**src/rtl/multiplicador_8bits_seq.sv**
```systemverilog
// rtl/multiplicador_8bits_seq.sv - sequential 8x8 unsigned shift-and-add multiplier controller
module multiplicador_8bits_seq (
   input  logic        clk,
   input  logic        rst_n,
   input  logic        start,
   input  logic [7:0]  A,
   input  logic [7:0]  B,
   output logic [15:0] P,
   output logic        busy,
   output logic        done
);

   typedef enum logic [1:0] {
      IDLE = 2'd0,
      RUN  = 2'd1,
      DONE = 2'd2
   } state_t;

   state_t      state;
   logic [7:0]  m;
   logic [7:0]  acc;
   logic [7:0]  q;
   logic [2:0]  cnt;
   logic [8:0]  sum;

   // Shared 8-bit adder: partial high word plus multiplicand gated by the current multiplier bit
   always_comb begin
      sum = {1'b0, acc} + {1'b0, (q[0] ? m : 8'h00)};
   end

   // Control FSM and datapath registers; busy/done are registered alongside the state
   always_ff @(posedge clk or negedge rst_n) begin
      if (!rst_n) begin
         state <= IDLE;
         m     <= 8'h00;
         acc   <= 8'h00;
         q     <= 8'h00;
         cnt   <= 3'd0;
         P     <= 16'h0000;
         busy  <= 1'b0;
         done  <= 1'b0;
      end else begin
         case (state)
            IDLE: begin
               done <= 1'b0;
               if (start) begin
                  m     <= A;
                  q     <= B;
                  acc   <= 8'h00;
                  cnt   <= 3'd0;
                  busy  <= 1'b1;
                  state <= RUN;
               end else begin
                  busy <= 1'b0;
               end
            end
            RUN: begin
               // Carry out of the adder lands in acc[7]; low sum bit shifts into q
               acc <= sum[8:1];
               q   <= {sum[0], q[7:1]};
               cnt <= cnt + 3'd1;
               if (cnt == 3'd7) begin
                  P     <= {sum[8:1], sum[0], q[7:1]};
                  done  <= 1'b1;
                  state <= DONE;
               end
            end
            DONE: begin
               // start is deliberately not sampled here; it is only seen after returning to IDLE
               done  <= 1'b0;
               busy  <= 1'b0;
               state <= IDLE;
            end
            default: begin
               done  <= 1'b0;
               busy  <= 1'b0;
               state <= IDLE;
            end
         endcase
      end
   end

endmodule
```
**config.mk**
```make
export PLATFORM = sky130hd
export DESIGN_NAME = multiplicador_8bits_seq
export DESIGN_NICKNAME = d
export VERILOG_FILES = /design/src/rtl/multiplicador_8bits_seq.sv
export SDC_FILE = /design/constraint.sdc
export NUM_CORES = 1
export LEC_CHECK = 0
export CORE_MARGIN = 2
export CORE_UTILIZATION = 53
export CTS_CLUSTER_DIAMETER = 200
export CTS_CLUSTER_SIZE = 8
export DETAILED_ROUTE_END_ITERATION = 7
export PLACE_DENSITY = 0.9
export SYNTH_ARGS = -nofsm -noshare
export SYNTH_HDL_FRONTEND = slang
export SYNTH_SLANG_ARGS = --single-unit
```
**constraint.sdc**
```tcl
create_clock -name clk -period 2.4 [get_ports clk]
set_clock_uncertainty 0.05 [all_clocks]
set_input_delay 0.36 -clock clk [delete_from_list [all_inputs] [get_ports clk]]
set_output_delay 0.36 -clock clk [all_outputs]
set_load 0.05 [all_outputs]
```
# Word level (Yosys, flattened, before mapping)
# Index checks and enable logic that the tools add are counted.
# op_classes
add_sub_neg	2
eq_ne	4
n_mux	14
reduce_logical	6
# ops
op	n
$pmux W8 S2	2
$mux W8	3
$add A8 B8 Y9	1
$reduce_and A2 Y1	4
$pmux W3 S2	1
$mux W2	2
$ne A2 B2 Y1 const B	2
$pmux W2 S2	1
$add A3 B1 Y3 const B	1
$eq A3 B3 Y1 const B	1
$mux W1	3
$mux W3	1
$eq A2 B1 Y1 const B	1
$logic_not A2 Y1	1
$pmux W1 S2	1
$reduce_bool A2 Y1	1
# totals
regBits	47
input_bits	19
out_inout_bits	18

# Longest topological paths before layout
# Gate-level depths: netlist of the first run.
# logic_depth
word_depth	3
mapped_depth	8
ltp_nobuf	8

# Worst setup path before layout of the first run
# OpenSTA, ideal clock, no wires.
# synth_timing
kind	reg2reg
start	register q[0]
end	register acc[5]
setup_ns	0.134
arrival_time_ns	1.890
t_required_ns	2.216
slack_ns	0.326
path_stages_with_launch	9
n_path_buf	0
path_cell_list	dfrtp_1 and2_1 ha_1 fa_1 a21oi_1 o211ai_1 a21oi_1 xor2_1 o21ai_0
# synth_between
elab_chain_cells	3
# synth_lines
item	line	rtl
start: declaration	22	logic [7:0] q;
start signal: assignment	60	q <= {sum[0], q[7:1]};
$mux W8	28	sum = {1'b0, acc} + {1'b0, (q[0] ? m : 8'h00)};
$add A8 B8 Y9	28	
$pmux W8 S2	43	case (state)
end signal: assignment	59	acc <= sum[8:1];
end: declaration	21	logic [7:0] acc;
# No other way between the ends.
# A chain may end at the register's enable or synchronous reset.

# Final worst setup path of the first run
# Same ends and word-level chain as after synthesis.

==> impl_results.md, run 1 <==
* Max Root-Sink Buffers at 2
* Period utilisation layout at 95.8%
* Endpoint class of the critical path: register
* Post-synthesis sequential area ratio at 52.0%
* I/O Pins at 37
* Clk sinks at 47
* Router iterations before antenna repair at 4
* Max-slew headroom at 34.2%
* Post-synthesis cell area at 2260 µm²
* Insertion delay to the later sink of the worst-skew pair at 0.30 ns
* First-pass GRT wire length at 7.87 mm
* Post-synth ARST share at 100%
* Share of layout cells above drive strength 1 at 13.8%
* Arrival time worst endpoint at 2.42 ns
* Worst Hold Depth at 1
* Final hold viol count at 0
* Grt ovf at 0
* Post-Place Setup Slack at 0.0936 ns
* Status: completed
* Worst vdd rail ir drop at 0.000797 V
* DRT Wirelength at 4.55 mm
* Post-synth EDFFs at 0
* Total CTS buffers at 5
* Leakage at 1.26 nW
* Setup bufs post-CTS at 0
* Initial antenna violation count at 0
* Fillers at 306
* Vias in the first global route at 1,653
* Pwr Density at 1410 nW/µm²
* Mean Syn Cell Area at 11.4 µm²
* Total chip power at 0.00390 W
* Synthesis-to-layout area growth at 22.6%
* Worst path bufs/invs at 0
* Core footprint at 4060 µm²
* H-tree Lvls at 2
* Critical Path Source Type: register
* Worst hold path type: register to register
* Die footprint at 4800 µm²
* CP max-delay cell: dfrtp_2
* Clock transition at path regs at 0.08 ns
* Avg WL per Cell at 15.7 µm
* Setup-failing EPs final at 0
* Utilization after layout at 68.3%
* Die Height at 69.3 µm
* Slew @ Worst Pin at 0.985 ns
* FF+latch area at 1180 µm²
* Number of synthesized register bits at 47
* Yosys warns at 0
* Critical path required time at 2.52 ns
* Final WS setup at 0.100 ns
* DP Wirelength at 3.23 mm
* Tot GR Track Use at 20.4%
* Crit path kind: register to register
* Max incr delay on CP at 0.46 ns
* GPL Wtd Cong at 0.894
* Worst path depth at 8
* Port Buffer Count at 36
* Net count reported at finish at 268
* Predominant post-synthesis flop cell: dfrtp_1
* Most frequent cells in the layout: 46 x dfrtp_1, 35 x clkdlybuf4s50_1, 25 x o21ai_0
* CP cell instances: and2_1, ha_1, fa_1, a21oi_1, o211ai_1, a21oi_2, xor2_1, o21ai_0
* Tmin final at 2.30 ns
* Initial Util at 55.7%
* Syn Inst Count at 198
* DRC viols at 0
* Reg2reg path depth at 8
* Synth Net Count at 228
* CTS Root Cell: clkbuf_8
* CTS tree: yes
* Initial DRC Count at 130
* Critical path fanouts, max at 9
* Commonest non-fill, non-tap cell in the layout: dfrtp_1
* Fmax at 0.435 GHz
* Distinct cells, synth at 30
* Standard-cell row count at 23
* Max_cap viols at 0
* Setup TNS Final at 0 ns
* Via Count at 1,592
* Horiz. Die Dim at 69.3 µm
* Largest net degree at the start of global routing at 21
* Antenna viol nets, final at 0
* Drt via density at 5.51
* Pins Over Slew Limit at 0
* Number of diodes at 0
* Multi-input gate area at 1020 µm²
* Crit path max-delay family: adder cells
-- kinds of logic (layout without fill, tap and decap cells) --
family                   count (synthesis)  in the layout  share of synthesized area [%]
XOR/XNOR                                 6              6                           2.32
flip-flops                              47             47                           52.0
AO/OA/AOI/OAI                           58             58                           15.1
AND/OR/NAND/NOR                         48             48                           11.3
multiplexers                            17             17                           9.80
buffers and inverters                   11             52                           2.99
adder cells (fa/ha/maj)                 11             11                           6.42
-- final timing paths --
check,from,slack [ns],to
worst max register to register,q[0],0.10,acc[5]
worst min-delay path,busy,0.44,busy
max in group asynchronous,rst_n,1.25,q[0]
min in group asynchronous,rst_n,0.45,q[2]
worst max-delay path,q[0],0.10,acc[5]
worst min register to register,busy,0.44,busy
-- Yosys cell counts, types with 2 or more instances --
cell type	instances	share of area (%)
a22o_1	3	1.2
buf_2	3	0.66
a21oi_1	14	3.1
a21o_1	2	0.66
nor2_1	5	0.83
mux2_2	8	4.0
and2_1	8	2.2
dfrtp_1	47	52
ha_1	10	5.5
and2b_1	9	3.0
mux2_4	8	5.3
inv_1	2	0.33
o21ai_0	25	5.5
buf_6	3	1.5
o211ai_1	2	0.66
xor2_1	5	1.9
nand2_1	21	3.5
a22oi_1	7	2.3
clkbuf_1	3	0.50
o21bai_1	3	1.0
-- stage by stage --
| stage | cell area [µm²] | hold WS (ns) | instances |
|---|---|---|---|
| 4_1_cts | 2770 | 0.445 | 289 |
| 2_1_floorplan | 2260 | 0.0144 | 198 |
| 3_5_place_dp | 2660 | 0.242 | 280 |
| 3_3_place_gp | 2660 | 0.234 | 280 |
| 6_report | 2770 | 0.438 | 289 |
| 5_1_grt | 2770 | 0.462 | 289 |
-- flip-flops by register name, indices dropped and copies added (netlist names) --
| register | count |
|---|---|
| busy | 1 |
| q | 8 |
| P | 16 |
| state | 2 |
| acc | 8 |
| done | 1 |
| m | 8 |
| cnt | 3 |
-- where the power goes --
part           internal, W  switching (W)  total (W)
clock network     0.000263       0.000253   0.000516
logic             0.000812        0.00115    0.00196
registers          0.00116       0.000261    0.00142
-- repair_timing --
item | in CTS | in global routing
resized for setup | 0 | 2
hold buffers | 1 | 0
endpoints found under the setup margin | 0 | 3
hold endpoints to repair | 14 | 0
-- cell type report --
class / instances / area share [%]
sequential: 47 / 42.5
multi-input combinational: 140 / 36.8
timing repair buffer: 42 / 14.5
clock buffer: 8 / 3.61
tap: 50 / 2.26
inverter: 2 / 0.271
-- layer usage --
metal,vias to the layer above,global-route usage [%],part of all wire (%)
met4,0,7.19,1.5
met3,6,3.34,3.7
li1,773,-,-
met2,39,33.2,49
met1,774,27.9,46
met5,-,0,0
No activity file was read; power rests on OpenSTA's default activity.
==> run 2, diff against run 1 <==
--- a/config.mk
+++ b/config.mk
@@ -5,11 +5,13 @@
 export SDC_FILE = /design/constraint.sdc
 export NUM_CORES = 1
 export LEC_CHECK = 0
+export CAP_MARGIN = 20
 export CORE_MARGIN = 2
 export CORE_UTILIZATION = 53
 export CTS_CLUSTER_DIAMETER = 200
 export CTS_CLUSTER_SIZE = 8
 export DETAILED_ROUTE_END_ITERATION = 7
+export GPL_ROUTABILITY_DRIVEN = 1
 export PLACE_DENSITY = 0.9
 export SYNTH_ARGS = -nofsm -noshare
 export SYNTH_HDL_FRONTEND = slang
==> results of run 2 <==
No change in the layout: final DEF, timing and power equal those of run 1.
